**config.mk**
```make
export PLATFORM = sky130hd
export DESIGN_NAME = c64_dma_arbiter
export DESIGN_NICKNAME = d
export VERILOG_FILES = /design/src/rtl/c64_dma_pkg.sv /design/src/rtl/phi2_edge_sync.sv /design/src/rtl/c64_dma_arbiter.sv
export SDC_FILE = /design/constraint.sdc
export NUM_CORES = 1
export LEC_CHECK = 0
export CAP_MARGIN = 20
export CORE_ASPECT_RATIO = 0.75
export CORE_MARGIN = 2
export CORE_UTILIZATION = 46
export CTS_BUF_LIST = sky130_fd_sc_hd__clkbuf_8
export DETAILED_ROUTE_END_ITERATION = 12
export GPL_TIMING_DRIVEN = 0
export MAX_ROUTING_LAYER = met4
export PLACE_DENSITY = 0.92
export SYNTH_ARGS = -nofsm -noshare
export SYNTH_HDL_FRONTEND = slang
export SYNTH_SLANG_ARGS = --single-unit
```
**constraint.sdc**
```tcl
create_clock -name color_clk -period 2.97 [get_ports color_clk]
set_input_delay 0.4455 -clock color_clk [delete_from_list [all_inputs] [get_ports color_clk]]
set_output_delay 0.4455 -clock color_clk [all_outputs]
set_load 0.1 [all_outputs]
```
**src/rtl/c64_dma_pkg.sv**
```systemverilog
// Shared types and constants for the C64 expansion-port DMA arbiter.
// Holds the FSM state type, port indices and the round-robin pick helper.
package c64_dma_pkg;

  typedef enum logic [2:0] {
    StIdle,
    StArm,
    StOwn,
    StXfer,
    StNext
  } state_e;

  localparam int unsigned PORT_DEBUG  = 0;
  localparam int unsigned PORT_LOADER = 1;

  // Wide enough for MAX_BURST up to 15.
  localparam int unsigned BurstW = 4;

  // The port after `last` wins a tie; a lone requester always wins.
  function automatic logic rr_pick(input logic [1:0] req, input logic last);
    if (last) begin
      return req[PORT_DEBUG] ? 1'b0 : 1'b1;
    end
    return req[PORT_LOADER] ? 1'b1 : 1'b0;
  endfunction

endpackage

```
**src/rtl/phi2_edge_sync.sv**
```systemverilog
// Brings phi2 and BA into the color_clk domain and flags phi2 edges with
// registered single-cycle rise/fall pulses.
module phi2_edge_sync #(
  parameter int unsigned SYNC_STAGES = 2
) (
  input  logic color_clk,
  input  logic reset,
  input  logic phi2_i,
  input  logic ba_i,
  output logic rise_o,
  output logic fall_o,
  output logic ba_o
);

  logic [SYNC_STAGES-1:0] phi2_sync_q;
  logic [SYNC_STAGES-1:0] ba_sync_q;
  logic                   phi2_prev_q;
  logic                   rise_q;
  logic                   fall_q;
  logic                   phi2_s;

  assign phi2_s = phi2_sync_q[SYNC_STAGES-1];

  always_ff @(posedge color_clk) begin
    if (reset) begin
      phi2_sync_q <= '0;
      ba_sync_q   <= '0;
      phi2_prev_q <= 1'b0;
      rise_q      <= 1'b0;
      fall_q      <= 1'b0;
    end else begin
      phi2_sync_q <= {phi2_sync_q[SYNC_STAGES-2:0], phi2_i};
      ba_sync_q   <= {ba_sync_q[SYNC_STAGES-2:0], ba_i};
      phi2_prev_q <= phi2_s;
      // Edge pulses appear the cycle after the last sync stage changes.
      rise_q      <= phi2_s & ~phi2_prev_q;
      fall_q      <= ~phi2_s & phi2_prev_q;
    end
  end

  assign rise_o = rise_q;
  assign fall_o = fall_q;
  assign ba_o   = ba_sync_q[SYNC_STAGES-1];

endmodule

```
**src/rtl/c64_dma_arbiter.sv**
```systemverilog
// Round-robin DMA master for the C64 expansion port: debug bridge (port 0)
// and PRG loader (port 1), one bus transfer per phi2 cycle while BA is high.
module c64_dma_arbiter
  import c64_dma_pkg::*;
#(
  parameter int unsigned AW          = 16,
  parameter int unsigned DW          = 8,
  parameter int unsigned MAX_BURST   = 4,
  parameter int unsigned SYNC_STAGES = 2
) (
  input  logic          color_clk,
  input  logic          reset,
  input  logic          phi2_i,
  input  logic          ba_i,
  input  logic [DW-1:0] bus_rdata_i,
  output logic          dma_o,
  output logic [AW-1:0] addr_o,
  output logic          we_o,
  output logic [DW-1:0] wdata_o,
  input  logic [1:0]    req_i,
  input  logic [AW-1:0] addr0_i,
  input  logic [AW-1:0] addr1_i,
  input  logic          we0_i,
  input  logic          we1_i,
  input  logic [DW-1:0] wdata0_i,
  input  logic [DW-1:0] wdata1_i,
  output logic [1:0]    ack_o,
  output logic [DW-1:0] rdata_o
);

  localparam logic [BurstW-1:0] MaxBurstC = BurstW'(MAX_BURST);

  logic phi2_rise, phi2_fall, ba_sync;

  phi2_edge_sync #(
    .SYNC_STAGES (SYNC_STAGES)
  ) u_sync (
    .color_clk (color_clk),
    .reset     (reset),
    .phi2_i    (phi2_i),
    .ba_i      (ba_i),
    .rise_o    (phi2_rise),
    .fall_o    (phi2_fall),
    .ba_o      (ba_sync)
  );

  state_e              state_q, state_d;
  logic                winner_q, winner_d;
  logic                last_q, last_d;
  logic [BurstW-1:0]   burst_q, burst_d;
  logic                dma_q, dma_d;
  logic [AW-1:0]       addr_q, addr_d;
  logic                we_q, we_d;
  logic [DW-1:0]       wdata_q, wdata_d;
  logic [1:0]          ack_q, ack_d;
  logic [DW-1:0]       rdata_q, rdata_d;

  logic                load_fields;
  logic                drive_sel;
  logic [1:0]          req_next;
  logic                pick_idle;
  logic                pick_next;

  // The port acked this cycle still shows its old request; ignore it here.
  assign req_next  = req_i & ~ack_q;
  assign pick_idle = rr_pick(req_i, last_q);
  assign pick_next = rr_pick(req_next, last_q);

  always_comb begin
    state_d     = state_q;
    winner_d    = winner_q;
    last_d      = last_q;
    burst_d     = burst_q;
    dma_d       = dma_q;
    addr_d      = addr_q;
    we_d        = we_q;
    wdata_d     = wdata_q;
    ack_d       = '0;
    rdata_d     = rdata_q;
    load_fields = 1'b0;
    drive_sel   = winner_q;

    unique case (state_q)
      StIdle: begin
        dma_d = 1'b0;
        if (|req_i) begin
          winner_d = pick_idle;
          state_d  = StArm;
        end
      end
      StArm: begin
        if (phi2_fall && ba_sync) begin
          dma_d       = 1'b1;
          load_fields = 1'b1;
          state_d     = StOwn;
        end
      end
      StOwn: begin
        // Losing BA before the transfer starts backs off and retries later.
        if (!ba_sync) begin
          dma_d   = 1'b0;
          state_d = StArm;
        end else if (phi2_rise) begin
          state_d = StXfer;
        end
      end
      StXfer: begin
        if (phi2_fall) begin
          rdata_d         = bus_rdata_i;
          ack_d[winner_q] = 1'b1;
          last_d          = winner_q;
          burst_d         = burst_q + BurstW'(1);
          state_d         = StNext;
        end
      end
      StNext: begin
        if (ba_sync && (burst_q < MaxBurstC) && (|req_next)) begin
          winner_d    = pick_next;
          drive_sel   = pick_next;
          load_fields = 1'b1;
          state_d     = StOwn;
        end else begin
          dma_d   = 1'b0;
          burst_d = '0;
          state_d = StIdle;
        end
      end
      default: begin
        dma_d   = 1'b0;
        state_d = StIdle;
      end
    endcase

    if (load_fields) begin
      addr_d  = drive_sel ? addr1_i  : addr0_i;
      we_d    = drive_sel ? we1_i    : we0_i;
      wdata_d = drive_sel ? wdata1_i : wdata0_i;
    end
  end

  always_ff @(posedge color_clk) begin
    if (reset) begin
      state_q  <= StIdle;
      winner_q <= 1'b0;
      last_q   <= 1'b1;
      burst_q  <= '0;
      dma_q    <= 1'b0;
      addr_q   <= '0;
      we_q     <= 1'b0;
      wdata_q  <= '0;
      ack_q    <= '0;
      rdata_q  <= '0;
    end else begin
      state_q  <= state_d;
      winner_q <= winner_d;
      last_q   <= last_d;
      burst_q  <= burst_d;
      dma_q    <= dma_d;
      addr_q   <= addr_d;
      we_q     <= we_d;
      wdata_q  <= wdata_d;
      ack_q    <= ack_d;
      rdata_q  <= rdata_d;
    end
  end

  assign dma_o   = dma_q;
  assign addr_o  = addr_q;
  assign we_o    = we_q;
  assign wdata_o = wdata_q;
  assign ack_o   = ack_q;
  assign rdata_o = rdata_q;

  ack_onehot_a: assert property (@(posedge color_clk) disable iff (reset) !(&ack_q));

endmodule

```
## Yosys cells after proc, flatten, opt, wreduce, memory -nomap -nowiden

Index checks and enable logic that the tools add are counted.

| operators by class | value |
|---|---|
| $add $sub $neg | 1 |
| $lt $le $gt $ge | 3 |
| equal/unequal tests | 10 |
| muxes and demuxes | 35 |
| bitwise operators | 8 |
| reduce and logical (&&, ||, !) cells | 15 |

Operators by type and width:

| cell | count |
|---|---|
| 2-to-1 mux 1 bit | 19 |
| 2-to-1 mux 16 bit | 1 |
| 2-to-1 mux 3 bit | 5 |
| one-hot mux 3 bit (5 select lines) | 1 |
| 2-to-1 mux 4 bit | 2 |
| 2-to-1 mux 8 bit | 1 |
| != test 2 bit, second input constant | 4 |
| one-hot mux 4 bit (2 select lines) | 1 |
| AND reduction 4 bit | 2 |
| equality test 3 x 2 -> 1 bit, second input constant | 2 |
| adder 4 x 1 -> 4 bit, second input constant | 1 |
| logical AND 1 bit | 4 |
| less-than comparator 4 x 3 -> 1 bit, second input constant | 1 |
| NOT 1 bit | 4 |
| one-hot mux 1 bit (2 select lines) | 2 |
| one-hot mux 1 bit (4 select lines) | 1 |
| AND reduction 2 bit | 2 |
| nonzero test 2 bit | 2 |
| OR reduction 2 bit | 2 |
| equality test 3 x 1 -> 1 bit, second input constant | 1 |
| equality test 3 bit, second input constant | 1 |
| zero test 3 bit | 1 |
| != test 3 bit, second input constant | 1 |
| AND reduction 3 bit | 1 |
| 9 further kinds | 10 |

| word-level totals | value |
|---|---|
| flip-flop bits (word level) | 52 |
| output and inout bits | 36 |
| logic and storage cells | 87 |

## Logic depth before layout (Yosys ltp)

| logic depth | value |
|---|---|
| depth in word-level cells | 8 |
| depth in mapped cells | 8 |
| gate-level depth less buffers | 5 |

## By module

A second synthesis with hierarchy kept.

| unflattened totals | value |
|---|---|
| cell total of the unflattened synthesis | 262 |
| area total of the unflattened synthesis | 2,627.5 sq um |

By module, submodules not included:

| module | times used | cells each | area each (sq um) |
|---|---|---|---|
| c64_dma_arbiter | 1 | 248 | 2,441.1 |
| phi2_edge_sync | 1 | 14 | 186.4 |

## Worst setup path after synthesis

Ideal clock, no wire load.

| timing | value |
|---|---|
| kind | register -> register |
| start | reg ack_q[1], in the netlist ack_o[1] |
| end | reg addr_q[0], in the netlist addr_o[0] |
| arrival time | 2.143 ns |
| data required time | 2.851 ns |
| path slack | 0.707 ns |
| stages on the path, launching flop included | 7 |
| buffers on the path | 1 |
| clock period less this slack | 2.263 ns |
| cell sequence | dfxtp_1 -> nor2b_1 -> o2111a_2 -> o22ai_4 -> buf_8 -> mux2i_1 -> o2bb2ai_1 |

| on the way | value |
|---|---|
| cells in the longest elaborated chain, start to end | 7 |
| elaborated cells on any way between the ends | 11 |

Ends and longest elaborated chain:

| element | line | RTL |
|---|---|---|
| from (decl) | c64_dma_arbiter.sv:55 | `logic [1:0] ack_q, ack_d;` |
| from (signal assigned) | c64_dma_arbiter.sv:162 | `ack_q <= ack_d;` |
| NOT 2 bit (*) | c64_dma_arbiter.sv:65 | `assign req_next = req_i & ~ack_q;` |
| bitwise AND 2 bit (*) | c64_dma_arbiter.sv:65 |  |
| 2-to-1 mux 1 bit or OR reduction 2 bit (tied branches) | c64_dma_pkg.sv:24, c64_dma_arbiter.sv:117 |  |
| 2-to-1 mux 1 bit or logical AND 1 bit (tied branches) | c64_dma_pkg.sv:24, c64_dma_arbiter.sv:117 |  |
| 2-to-1 mux 1 bit | n/a |  |
| 2-to-1 mux 1 bit | c64_dma_arbiter.sv:83 | `unique case (state_q)` |
| 2-to-1 mux 16 bit | c64_dma_arbiter.sv:135 | `addr_d = drive_sel ? addr1_i : addr0_i;` |
| to (signal assigned) | c64_dma_arbiter.sv:159 | `addr_q <= addr_d;` |
| to (decl) | c64_dma_arbiter.sv:52 | `logic [AW-1:0] addr_q, addr_d;` |

Mark *: on every way between the ends. The rest lies on a longest branch, timed or not.
A chain may end at the register's enable or synchronous reset.

## Worst setup path after layout

| timing | value |
|---|---|
| start | reg ack_q[1], in the netlist ack_o[1] |
| end | out ack_o[1] |

RTL lines:

| element | line | RTL |
|---|---|---|
| to (decl) | c64_dma_arbiter.sv:27 | `output logic [1:0] ack_o,` |

No word-level cell between the ends.

==> metrics.md <==
| Metric | Value |
|---|---|
| Logic pwr share | `between 10% and 20%` |
| Startpoint Class | `flip-flop` |
| Largest cells by area after synthesis | `dfxtp_1 48%, mux2i_1 12%, o2bb2ai_1 10%, nand2_1 3.5%, a21oi_1 3.3%` |
| Arr. time, crit path | `between 1.5 and 2 ns` |
| R2R cell count | `6` |
| CP Depth | `1` |
| YS warnings | `0` |
| Reg power frac | `between 50 and 60%` |
| Power per Cell Area | `399 mW/mm2` |
| Root buf cell | `clkbuf_8` |
| IO Port Bufs | `98` |
| Worst stage delay on the critical path | `approximately 1.2 ns` |
| Clk buf depth | `2` |
| Total I/O pin count | `100` |
| HP Start | `u_sync.phi2_prev_q$_SDFF_PP0_` |
| Placement Setup Slack | `~0.50 ns` |
| Max-slew violations | `0` |
| Ys flop type | `dfxtp_1` |
| Worst path bufs/invs | `1` |
| Antenna violations before repair | `0` |
| Hold Path Depth | `1` |
| Tmin final | `2.30 ns` |
| Syn Nets | `approximately 270` |
| WS Path Type | `reg -> out` |
| Hold Vio Cnt, Final | `0` |
| Mapped Cells | `~210` |
| Yosys cell types | `38` |
| Worst Tran Pin Value | `roughly 0.99 ns` |
| Max-cap violations | `0` |
| Outcome | `complete, no violations` |
| Slew headroom | `between 30% and 40%` |
| Post-synthesis sequential area ratio | `48.4%` |
| Initial Util | `between 40% and 50%` |
| Setup slack after layout | `about 0.67 ns` |
| Clock Latency Late Sink | `~0.3 ns` |
| Fmax | `around 0.43 GHz` |
| DR iter-0 viols | `between 100 and 150` |
| Seq cells post-synth | `between 50 and 60` |
| CTS tree | `yes` |
| Hold WC Path Type | `reg -> reg` |
| Fin Clk Skew | `approximately 0.012 ns` |
| Top-count cell post-synth | `dfxtp_1` |
| RSZ-0062 raised after global routing | `false` |
| Family with the most delay on the worst path | `buffers and inverters` |
| H-tree levels | `2` |
| Die area | `0.00524 mm2` |
| Hold_buf cts | `0` |
| Post-synth top area share | `48.4%` |
| Drt drc | `0` |
| Post-route ant nets | `0` |
| FF-to-FF End | `addr_o[9]$_SDFFE_PP0P_` |
| Die width | `between 80 and 90 um` |
| Power Internal | `1.01 mW` |
| Mapped Area | `0.00215 mm2` |
| Worst EP required | `approximately 2.5 ns` |
| Setup TNS | `0 ns` |
| Grt total ovfl | `0` |
| Worst R2R Setup Slack | `between 1 and 1.5 ns` |
| DR vias | `1913` |
| Fin crit share | `77.5%` |
| Net Sw Power | `approximately 0.30 mW` |
| Final cell count without fillers | `approximately 370` |
| Critical-path maximum fanout | `4` |
| Hpwl dp | `about 4300 um` |
| Hold Crit Endpoint | `u_sync.rise_o$_SDFF_PP0_` |
| # setup viols final | `0` |
| CTS resizes | `0` |
| Syn_area_per_cell | `10.3 um2` |
| CP cell instances | `clkdlybuf4s50_1` |
| Asr flop ratio synth | `0%` |
| Layout cells sized above 1 | `under 10%` |
| Critical path's slowest cell | `clkdlybuf4s50_1` |
| Global Route Usage Sum | `~22%` |
| Drt total wl | `5540 um` |
| Filler instances | `between 300 and 400` |
| Post-CTS Setup Bufs | `0` |
| Post-synth top area cell | `dfxtp_1` |
| ANT cells | `0` |
| First-pass GRT wire length | `a little over 9000 um` |
| Clock buffer count from CTS | `5` |
| Mean routed wirelength per cell | `14.9 um` |
| DRT Pass-1 Iters | `4` |
| Vias in the first global route | `approximately 1900` |
| Final core utilization | `between 70% and 80%` |
| Placer Congestion | `~0.86` |
| Std-Cell Rows | `21` |
| Post-synth EDFFs | `0` |
| Placed Cells | `roughly 360` |
| CTS clk-pin slew, worst paths | `0.09 ns` |
| Static Leak | `roughly 1.3 nW` |
| Most instantiated cells after synthesis | `52 x dfxtp_1, 26 x mux2i_1, 25 x o2bb2ai_1` |
| Core footprint | `between 0.004 and 0.005 mm2` |
| Clk sinks | `52` |
| Crit end category | `primary output` |
| Clock power share | `between 30% and 40%` |
| Largest net degree at the start of global routing | `16` |
| Vias per inst | `5.14` |
| Net Sw Frac | `22.9%` |
| Die height | `63.2 um` |
| Fin nets | `around 380` |
| Synth-to-layout area growth | `53.2%` |
| Worst vdd ir | `between 0.0004 and 0.0005 V` |
| FF-to-FF Start | `u_sync.ba_sync_q[1]$_SDFF_PP0_` |
## through the flow
| step | power (mW) | hold slack (ns) | instance area (um2) |
|---|---|---|---|
| 3_3_place_gp | 0.918 | 0.391 | 3200 |
| 5_1_grt | 1.37 | 0.425 | 3300 |
| 6_report | 1.31 | 0.404 | 3300 |
| 4_1_cts | 1.33 | 0.407 | 3300 |
| 3_5_place_dp | 0.924 | 0.399 | 3200 |
| 2_1_floorplan | 0.821 | 0.383 | 2150 |
## cell usage in the layout (no fill, tap or decap), types with 2 or more instances in the layout
cell and count:
xor2_1 2, a21oi_1 14, o2bb2ai_1 25, nor2b_1 7, nand2_1 20, nor2_1 8, buf_2 4, o21ai_0 2
mux2i_1 26, clkbuf_8 6, or3_1 2, buf_8 2, dfxtp_1 52, nand2b_1 2, clkinv_2 2, clkdlybuf4s50_1 98
nor3_1 6, clkbuf_1 5, buf_4 2, nand3_1 5, nor2_2 2, o21ai_1 4
## power by group through the flow
stage	sequential (mW)	clock, mW	combinational [mW]
after global placement	0.726	0	0.192
after detailed placement	0.727	0	0.197
final	0.711	0.407	0.197
after CTS	0.711	0.418	0.198
after floorplan	0.729	0	0.0926
after global routing	0.712	0.446	0.212
## metal layers
metal	global-route usage, %	up-vias	share of wire (%)
met5	-	-	0
met4	6.76	0	1.4
met3	5.11	7	5.4
met2	36.5	59	48
met1	26.9	883	45
li1	-	964	-
## how the worst max path moves through the flow
stage | from | slack, ns | to
after global routing | ack_o[0]$_SDFF_PP0_ | 0.62 | ack_o[0]
final | ack_o[1]$_SDFF_PP0_ | 0.67 | ack_o[1]
after global placement | req_i[0] | 0.56 | addr_o[8]$_SDFFE_PP0P_
after floorplan | ack_o[1]$_SDFF_PP0_ | 0.71 | addr_o[0]$_SDFFE_PP0P_
after detailed placement | req_i[0] | 0.50 | addr_o[9]$_SDFFE_PP0P_
after CTS | ack_o[0]$_SDFF_PP0_ | 0.66 | ack_o[0]
## sequential cells by signal (all words and copies together), names as in the netlist, 2 cells and up
name and count:
addr_o 16, rdata_o 8, wdata_o 8, burst_q 4, state_q 3, ack_o 2, u_sync.ba_sync_q 2, u_sync.phi2_sync_q 2
## logic make-up after synthesis
group | Yosys count | synth area share [%]
AND/OR/NAND/NOR | 61 | 15.4
adder cells (fa/ha/maj) | 1 | 0.582
AO/OA/AOI/OAI | 51 | 18.0
multiplexers | 26 | 12.1
flip-flops | 52 | 48.4
buffers and inverters | 16 | 4.77
XOR/XNOR | 2 | 0.815
## layout make-up
type / instances / area [um2] / area share, %
multi-input cells: 141 / 1010 / 30.6
well taps: 57 / 71.3 / 2.16
clock buffers: 6 / 82.6 / 2.51
flip-flops and latches: 52 / 1040 / 31.6
plain buffers: 15 / 98.8 / 3.00
clock inverters: 2 / 10.0 / 0.304
inverters: 1 / 3.75 / 0.114
repair buffers: 98 / 981 / 29.8
## worst reg2reg max path, stage by stage, from the launching register on
cell and delay, ns:
dfxtp_1 0.41, nor3b_4 0.29, nand3_1 0.16, o22ai_4 0.33, buf_8 0.21, mux2i_1 0.24, o2bb2ai_1 0.10
(Power assumes the default switching activity.)
